File: src/rtl/alu_pkg.sv
// -----------------------------------------------------------------------------
// alu_pkg
// Shared definitions for the handshaked ALU pipeline stage: opcode encoding,
// opcode width and the IDLE/BUSY control state encoding.
// -----------------------------------------------------------------------------
package alu_pkg;

  localparam int OP_W = 4;

  // Codes 0..3 keep the legacy 2-bit ALU encoding so old decoders still map.
  localparam logic [OP_W-1:0] OP_ADD  = 4'd0;
  localparam logic [OP_W-1:0] OP_SUB  = 4'd1;
  localparam logic [OP_W-1:0] OP_AND  = 4'd2;
  localparam logic [OP_W-1:0] OP_OR   = 4'd3;
  localparam logic [OP_W-1:0] OP_XOR  = 4'd4;
  localparam logic [OP_W-1:0] OP_SLT  = 4'd5;
  localparam logic [OP_W-1:0] OP_SLTU = 4'd6;
  localparam logic [OP_W-1:0] OP_SLL  = 4'd7;
  localparam logic [OP_W-1:0] OP_SRL  = 4'd8;
  localparam logic [OP_W-1:0] OP_SRA  = 4'd9;
  localparam logic [OP_W-1:0] OP_MUL  = 4'd10;

  // Control state: IDLE accepts work, BUSY while the iterative multiply runs.
  typedef enum logic [0:0] {
    IDLE = 1'b0,
    BUSY = 1'b1
  } alu_state_e;

endpackage

File: src/rtl/alu_mul_iter.sv
// -----------------------------------------------------------------------------
// alu_mul_iter
// Iterative shift-add multiplier producing the low WIDTH bits of a*b.
// The first partial product is folded into the start edge, so the final step
// happens WIDTH-1 edges after start and 'done' is visible during the following
// cycle; a consumer registering p on 'done' therefore captures the product
// exactly WIDTH edges after start.
// Ports:
//   clk, rst_n : clock, asynchronous active-low reset
//   clr        : synchronous abort (drops any multiply in progress)
//   start      : load operands and perform the first step
//   a, b       : multiplicand / multiplier
//   busy       : multiply in progress
//   done       : one-cycle pulse, p holds the final product
//   p          : product accumulator
// -----------------------------------------------------------------------------
module alu_mul_iter #(
  parameter int WIDTH = 32
) (
  input  logic             clk,
  input  logic             rst_n,
  input  logic             clr,
  input  logic             start,
  input  logic [WIDTH-1:0] a,
  input  logic [WIDTH-1:0] b,
  output logic             busy,
  output logic             done,
  output logic [WIDTH-1:0] p
);

  localparam int CNT_W = $clog2(WIDTH) + 1;

  logic [WIDTH-1:0] mcand_r;
  logic [WIDTH-1:0] mplier_r;
  logic [WIDTH-1:0] acc_r;
  logic [CNT_W-1:0] cnt_r;
  logic             busy_r;
  logic             done_r;
  logic [WIDTH-1:0] addend_s;

  // Partial product selected by the current multiplier LSB.
  always_comb begin
    addend_s = {WIDTH{1'b0}};
    if (mplier_r[0]) begin
      addend_s = mcand_r;
    end else begin
      addend_s = {WIDTH{1'b0}};
    end
  end

  // Shift-add datapath and step counter.
  always_ff @(posedge clk or negedge rst_n) begin
    if (!rst_n) begin
      mcand_r  <= {WIDTH{1'b0}};
      mplier_r <= {WIDTH{1'b0}};
      acc_r    <= {WIDTH{1'b0}};
      cnt_r    <= {CNT_W{1'b0}};
      busy_r   <= 1'b0;
      done_r   <= 1'b0;
    end else if (clr) begin
      cnt_r  <= {CNT_W{1'b0}};
      busy_r <= 1'b0;
      done_r <= 1'b0;
    end else if (start) begin
      // Step 1 happens here: acc = b[0] ? a : 0.
      acc_r    <= b[0] ? a : {WIDTH{1'b0}};
      mcand_r  <= a << 1;
      mplier_r <= b >> 1;
      cnt_r    <= {{(CNT_W-1){1'b0}}, 1'b1};
      busy_r   <= 1'b1;
      done_r   <= 1'b0;
    end else if (busy_r) begin
      acc_r    <= acc_r + addend_s;
      mcand_r  <= mcand_r << 1;
      mplier_r <= mplier_r >> 1;
      if (cnt_r == CNT_W'(WIDTH - 1)) begin
        cnt_r  <= {CNT_W{1'b0}};
        busy_r <= 1'b0;
        done_r <= 1'b1;
      end else begin
        cnt_r  <= cnt_r + {{(CNT_W-1){1'b0}}, 1'b1};
        done_r <= 1'b0;
      end
    end else begin
      done_r <= 1'b0;
    end
  end

  assign busy = busy_r;
  assign done = done_r;
  assign p    = acc_r;

endmodule

File: src/rtl/alu_pipe.sv
// -----------------------------------------------------------------------------
// alu_pipe
// Handshaked ALU stage between operand fetch and writeback. Single-cycle ops
// produce a registered result one edge after accept; MUL runs on the iterative
// multiplier and returns WIDTH edges after accept. One 1-deep output register,
// one operation in flight.
// Ports:
//   clk, rst_n           : clock, asynchronous active-low reset
//   flush                : synchronous abort of in-flight MUL and held result
//   in_valid / in_ready  : operand handshake
//   a, b, op             : operands and opcode (alu_pkg encoding)
//   out_valid / out_ready: result handshake
//   c, zero, ovf, err    : result and its registered status flags
// -----------------------------------------------------------------------------
module alu_pipe
  import alu_pkg::*;
#(
  parameter int WIDTH  = 32,
  parameter bit MUL_EN = 1'b1
) (
  input  logic             clk,
  input  logic             rst_n,
  input  logic             flush,
  input  logic             in_valid,
  output logic             in_ready,
  input  logic [WIDTH-1:0] a,
  input  logic [WIDTH-1:0] b,
  input  logic [OP_W-1:0]  op,
  output logic             out_valid,
  input  logic             out_ready,
  output logic [WIDTH-1:0] c,
  output logic             zero,
  output logic             ovf,
  output logic             err
);

  localparam int SH_W = $clog2(WIDTH);

  alu_state_e       state_r;
  alu_state_e       state_nxt_s;
  logic             out_valid_r;
  logic [WIDTH-1:0] c_r;
  logic             zero_r;
  logic             ovf_r;
  logic             err_r;

  logic             in_ready_s;
  logic             accept_s;
  logic             is_mul_s;
  logic             mul_start_s;
  logic             mul_busy_s;
  logic             mul_done_s;
  logic [WIDTH-1:0] mul_p_s;

  logic [WIDTH-1:0] sum_s;
  logic [WIDTH-1:0] diff_s;
  logic [SH_W-1:0]  shamt_s;
  logic [WIDTH-1:0] res_c_s;
  logic             res_ovf_s;
  logic             res_err_s;

  // Signed overflow of a+b: operands agree in sign, result differs.
  function automatic logic add_ovf(input logic [WIDTH-1:0] x,
                                   input logic [WIDTH-1:0] y,
                                   input logic [WIDTH-1:0] r);
    return (x[WIDTH-1] == y[WIDTH-1]) && (r[WIDTH-1] != x[WIDTH-1]);
  endfunction

  // Signed overflow of x-y: operands differ in sign, result sign leaves x's.
  function automatic logic sub_ovf(input logic [WIDTH-1:0] x,
                                   input logic [WIDTH-1:0] y,
                                   input logic [WIDTH-1:0] r);
    return (x[WIDTH-1] != y[WIDTH-1]) && (r[WIDTH-1] != x[WIDTH-1]);
  endfunction

  assign sum_s   = a + b;
  assign diff_s  = a - b;
  assign shamt_s = b[SH_W-1:0];

  // rst_n is folded in so the producer sees in_ready low throughout reset.
  assign in_ready_s  = rst_n && !flush && (state_r == IDLE) && !mul_busy_s &&
                       (!out_valid_r || out_ready);
  assign accept_s    = in_valid && in_ready_s;
  assign is_mul_s    = (op == OP_MUL) && (MUL_EN == 1'b1);
  assign mul_start_s = accept_s && is_mul_s;

  // Single-cycle result and flag decode; MUL result comes from the multiplier.
  always_comb begin
    res_c_s   = {WIDTH{1'b0}};
    res_ovf_s = 1'b0;
    res_err_s = 1'b0;
    case (op)
      OP_ADD: begin
        res_c_s   = sum_s;
        res_ovf_s = add_ovf(a, b, sum_s);
      end
      OP_SUB: begin
        res_c_s   = diff_s;
        res_ovf_s = sub_ovf(a, b, diff_s);
      end
      OP_AND:  res_c_s = a & b;
      OP_OR:   res_c_s = a | b;
      OP_XOR:  res_c_s = a ^ b;
      OP_SLT:  res_c_s = ($signed(a) < $signed(b)) ? {{(WIDTH-1){1'b0}}, 1'b1}
                                                   : {WIDTH{1'b0}};
      OP_SLTU: res_c_s = (a < b) ? {{(WIDTH-1){1'b0}}, 1'b1} : {WIDTH{1'b0}};
      OP_SLL:  res_c_s = a << shamt_s;
      OP_SRL:  res_c_s = a >> shamt_s;
      OP_SRA:  res_c_s = $signed(a) >>> shamt_s;
      OP_MUL: begin
        if (MUL_EN == 1'b1) begin
          res_c_s = {WIDTH{1'b0}};
        end else begin
          res_err_s = 1'b1;
        end
      end
      default: res_err_s = 1'b1;
    endcase
  end

  // IDLE/BUSY next-state; flush always returns to IDLE.
  always_comb begin
    state_nxt_s = state_r;
    if (flush) begin
      state_nxt_s = IDLE;
    end else begin
      case (state_r)
        IDLE:    state_nxt_s = mul_start_s ? BUSY : IDLE;
        BUSY:    state_nxt_s = mul_done_s ? IDLE : BUSY;
        default: state_nxt_s = IDLE;
      endcase
    end
  end

  // Control state register.
  always_ff @(posedge clk or negedge rst_n) begin
    if (!rst_n) begin
      state_r <= IDLE;
    end else begin
      state_r <= state_nxt_s;
    end
  end

  // Output register: MUL completion, new single-cycle result, drain, or hold.
  always_ff @(posedge clk or negedge rst_n) begin
    if (!rst_n) begin
      out_valid_r <= 1'b0;
      c_r         <= {WIDTH{1'b0}};
      zero_r      <= 1'b0;
      ovf_r       <= 1'b0;
      err_r       <= 1'b0;
    end else if (flush) begin
      // c and flags are deliberately kept; only the valid is dropped.
      out_valid_r <= 1'b0;
    end else if (mul_done_s && (state_r == BUSY)) begin
      out_valid_r <= 1'b1;
      c_r         <= mul_p_s;
      zero_r      <= (mul_p_s == {WIDTH{1'b0}});
      ovf_r       <= 1'b0;
      err_r       <= 1'b0;
    end else if (accept_s) begin
      if (is_mul_s) begin
        // Old result is being consumed this cycle; nothing valid until MUL ends.
        out_valid_r <= 1'b0;
      end else begin
        out_valid_r <= 1'b1;
        c_r         <= res_c_s;
        zero_r      <= (res_c_s == {WIDTH{1'b0}});
        ovf_r       <= res_ovf_s;
        err_r       <= res_err_s;
      end
    end else if (out_valid_r && out_ready) begin
      out_valid_r <= 1'b0;
    end else begin
      out_valid_r <= out_valid_r;
    end
  end

  alu_mul_iter #(
    .WIDTH (WIDTH)
  ) u_mul (
    .clk   (clk),
    .rst_n (rst_n),
    .clr   (flush),
    .start (mul_start_s),
    .a     (a),
    .b     (b),
    .busy  (mul_busy_s),
    .done  (mul_done_s),
    .p     (mul_p_s)
  );

  assign in_ready  = in_ready_s;
  assign out_valid = out_valid_r;
  assign c         = c_r;
  assign zero      = zero_r;
  assign ovf       = ovf_r;
  assign err       = err_r;

endmodule

File: config.mk
export PLATFORM = sky130hd
export DESIGN_NAME = alu_pipe
export DESIGN_NICKNAME = d
export VERILOG_FILES = /design/src/rtl/alu_pkg.sv /design/src/rtl/alu_mul_iter.sv /design/src/rtl/alu_pipe.sv
export SDC_FILE = /design/constraint.sdc
export NUM_CORES = 1
export LEC_CHECK = 0
export CORE_ASPECT_RATIO = 0.8
export CORE_MARGIN = 3
export CORE_UTILIZATION = 50
export CTS_CLUSTER_SIZE = 25
export DETAILED_ROUTE_END_ITERATION = 10
export PLACE_DENSITY_LB_ADDON = 0.15
export SETUP_SLACK_MARGIN = 0.1
export SKIP_LAST_GASP = 1
export SYNTH_ARGS = -nofsm -noshare
export SYNTH_HDL_FRONTEND = slang
export SYNTH_SLANG_ARGS = --single-unit
File: constraint.sdc
create_clock -name clk -period 4.7 [get_ports clk]
set_clock_uncertainty 0.2 [all_clocks]
set_input_delay 0.47 -clock clk [delete_from_list [all_inputs] [get_ports clk]]
set_output_delay 0.47 -clock clk [all_outputs]
set_load 0.02 [all_outputs]
==> run_results.csv <==
group,metric,value,unit
yosys,ys_async_sr_fraction,1.00,
timing,setup_viol,0,
yosys,synthesis.nets,2514,
timing,setup_slack,0.168,ns
placement,dpl.cell_count,3048,
timing,fin_crit_sh,0.964,
floorplanning,core-area,0.0342,mm²
yosys,synth_cells,2307,
timing,hold_violations,0,
setup_path,endpoint_kind,"flip-flop",
floorplanning,die_x,216,µm
clocking,clockBufferDepth,2,
floorplanning,die_height,174,µm
setup_path,worst_setup_path_start_kind,"primary input",
setup_path,crit_end,"zero",
setup_path,worstPathRequired,4.86,ns
cells_and_area,area.growth.synth_to_final,25.7,%
pwr,netSwitchingFraction,0.418,
clocking,cts_tree,"built",
global_routing,grt_overflow,0,
pwr,max-vdd-ir-drop,0.000229,V
timing,period_minus_slack,4.53,ns
pwr,p_clk_frac,0.246,
yosys,synth_cell_type_count,95,
yosys,synth_flop_cell,"dfrtp_1",
route,totalWireLength,81.0,mm
floorplanning,fp-row-count,60,
floorplanning,start_util,0.516,
setup_path,r2r-end,"u_mul.p[26]",
placement,portBuffers,109,
setup_path,cp-startpoint,"a[24]",
setup_path,r2r_slack,0.53,ns
clocking,clk_latency,0.47,ns
clocking,postCtsSetupBuffers,0,
route,route.detailed.drc,0,
clocking,cts_root_buf,"clkbuf_16",
clocking,clock-sinks,139,
route,routedWlPerCell,26.3,µm
placement,post-dp-hpwl,62.5,mm
pwr,combPwrFrac,0.467,
route,vias_per_cell,6.79,
clocking,cts_hold_buf,0,
route,drt_iter0_markers,2934,
setup_path,critical_path.max_fanout,5,
pwr,power.density,266,mW/mm²
yosys,netlist_area,0.0176,mm²
floorplanning,ioPinCount,110,
route,ant_nets,0,
pwr,power.internal,3.43,mW
floorplanning,die_area,0.0376,mm²
cells_and_area,drive_above_1_share,0.209,
pwr,p_leak,10.0,nW
global_routing,grt_usage,0.419,
cells_and_area,diodes,0,
yosys,ys_seq_elements,139,
outcome,outcome,"finished, final reports clean",
job,max-cap-violations,0,
pwr,netSwitchingPower,2.46,mW
pwr,total_power,5.89,mW
timing,setup_tns,0,ns
global_routing,grt_pass1_vias,19400,
placement,post-place-ws,-0.367,ns
cells_and_area,instances_no_fill,3080,
cells_and_area,final_cell_mix,"buf_4, nand2_1, nor2_1, a21oi_1, dfrtp_1",
clocking,h-tree-depth,4,
route,drt-pass1-iter-count,6,
setup_path,crit_arrival,4.69,ns
cells_and_area,fin_util,0.649,
yosys,synth_edf_count,0,
yosys,yosysWarnings,0,
global_routing,grt_max_degree,74,
yosys,avgSynthCellArea,7.64,µm²
timing,relSlewSlack,0.290,
setup_path,crit_type,"primary input to flip-flop",
clocking,clkTransAtPathRegs,0.07,ns
cells_and_area,mostFrequentLayoutCell,"buf_4",
timing,rsz0062_at_grt,"no",
global_routing,antenna_found_initial,3,
timing,drv_slew,0,
route,num_vias,20900,
worst_hold_path,hold_class,"primary input to asynchronous set/reset pin",
pwr,pwr-share-seq,0.287,
clocking,cts_buffers,17,
timing,worst_pin_slew,1.07,ns
global_routing,grt_pass1_wl,121,mm
yosys,ys_seq_area_frac,0.197,
placement,gp_congestion,1.05,
timing,fmax,221,MHz
cells_and_area,finalNetCount,2809,
setup_path,r2r-start,"u_mul.mplier_r[0]",
setup_path,reg2reg_depth,14,
Yosys cell counts, types with 10 or more instances:
library cell  instances  area, µm²
buf_1                14       52.6
o22ai_1              27        169
nor2_1              214        803
o21a_1               12       90.1
o21bai_1             11       82.6
nand3_1              49        245
nor3_1               52        260
xnor2_1              15        131
a211o_1              17        149
and3_1               18        113
o221ai_1             10       87.6
or4_1                12       90.1
nor4_1               24        150
a221oi_1             14        123
o211ai_1             24        180
nand4_1              14       87.6
clkbuf_1            166        623
and2_1               43        269
dfrtp_1             139       3480
xor2_1               11       96.3
a21o_1               34        255
a21oi_1             182        911
inv_1               104        390
mux4_2               58       1310
a31oi_1              95        594
nand2_1             275       1030
nor2b_1              23        144
or3_1                11       68.8
o31ai_1              25        188
o21ai_0             120        601
a211oi_1             33        248
a2111oi_0            10       87.6
a22oi_1              16        120
mux2_2               27        304
ha_1                131       1640
buf_2                19       95.1
nand2b_1             18        113
mux2i_1              66        661
or2_2                12       75.1
timing repair:
action	4_1_cts	5_1_grt
pin swaps	0	3
endpoints found under the setup margin	1	5
gates resized for setup	1	13
cloned	0	0
kinds of logic after synthesis:
logic type	count (synthesis)	share of synthesized area
muxes	152	0.129
buffers and inverters	309	0.0684
and+or+nand+nor	801	0.214
adders and majority gates	134	0.0964
AOI/OAI and AO/OA	746	0.282
DFF	139	0.197
xor gates and xnor gates	26	0.0129
registers in the layout, summed over array words and instances (netlist names), 6 cells and up:
register        flops
u_mul.p            32
u_mul.cnt_r         6
c                  32
u_mul.mplier_r     31
u_mul.mcand_r      31
per-stage QoR:
stage / cell area [µm²] / hold WS (ns)
detailed placement: 21500 / 0.269
global route: 22200 / 0.116
CTS: 22100 / 0.0693
finish: 22200 / 0.0381
floorplan: 17600 / -0.0256
global placement: 21500 / 0.260
routing by layer:
metal,up-vias,global-route usage,part of all wire
met4,4,0.161,0.049
met3,255,0.118,0.13
li1,9128,-,-
met2,1580,0.609,0.41
met5,-,0,0.00032
met1,9953,0.591,0.41
layout make-up:
type / instances / area (µm²)
Multi-Input combinational cell: 1859 / 13100
Fill cell: 2960 / 12000
Timing Repair Buffer: 479 / 4060
Sequential cell: 139 / 3480
Tap cell: 465 / 582
Clock buffer: 18 / 439
Inverter: 106 / 398
Clock inverter: 14 / 155
critical path, cell delays in order:
cell and delay (ns):
clkdlybuf4s50_1 0.59, mux4_2 0.57, mux2i_1 0.44, and2_1 0.21, a211oi_1 0.12, a2111oi_0 0.59, buf_4 0.21, o211ai_1 0.15
and4b_1 0.37, nand4_1 0.21, nor4_2 0.20, buf_4 0.17, nand3_1 0.13, o31ai_2 0.25
how the worst min path moves through the flow:
stage / startpoint / depth (start not counted) / end / slack [ns]
after floorplan: rst_n / 0 / c[0] / -0.03
after CTS: rst_n / 2 / u_mul.p[23] / 0.07
after detailed placement: c[5] / 2 / c[5] / 0.27
after global routing: rst_n / 2 / u_mul.p[23] / 0.12
final: rst_n / 2 / u_mul.p[23] / 0.04
after global placement: c[24] / 1 / c[24] / 0.26
power by group through the flow:
stage	clock network (mW)	registers [mW]	logic, mW
global route	1.49	1.72	2.92
finish	1.45	1.69	2.75
floorplan	0	1.71	1.41
global placement	0	1.68	2.58
CTS	1.45	1.68	2.66
detailed placement	0	1.69	2.64
(Power assumes the default switching activity.)
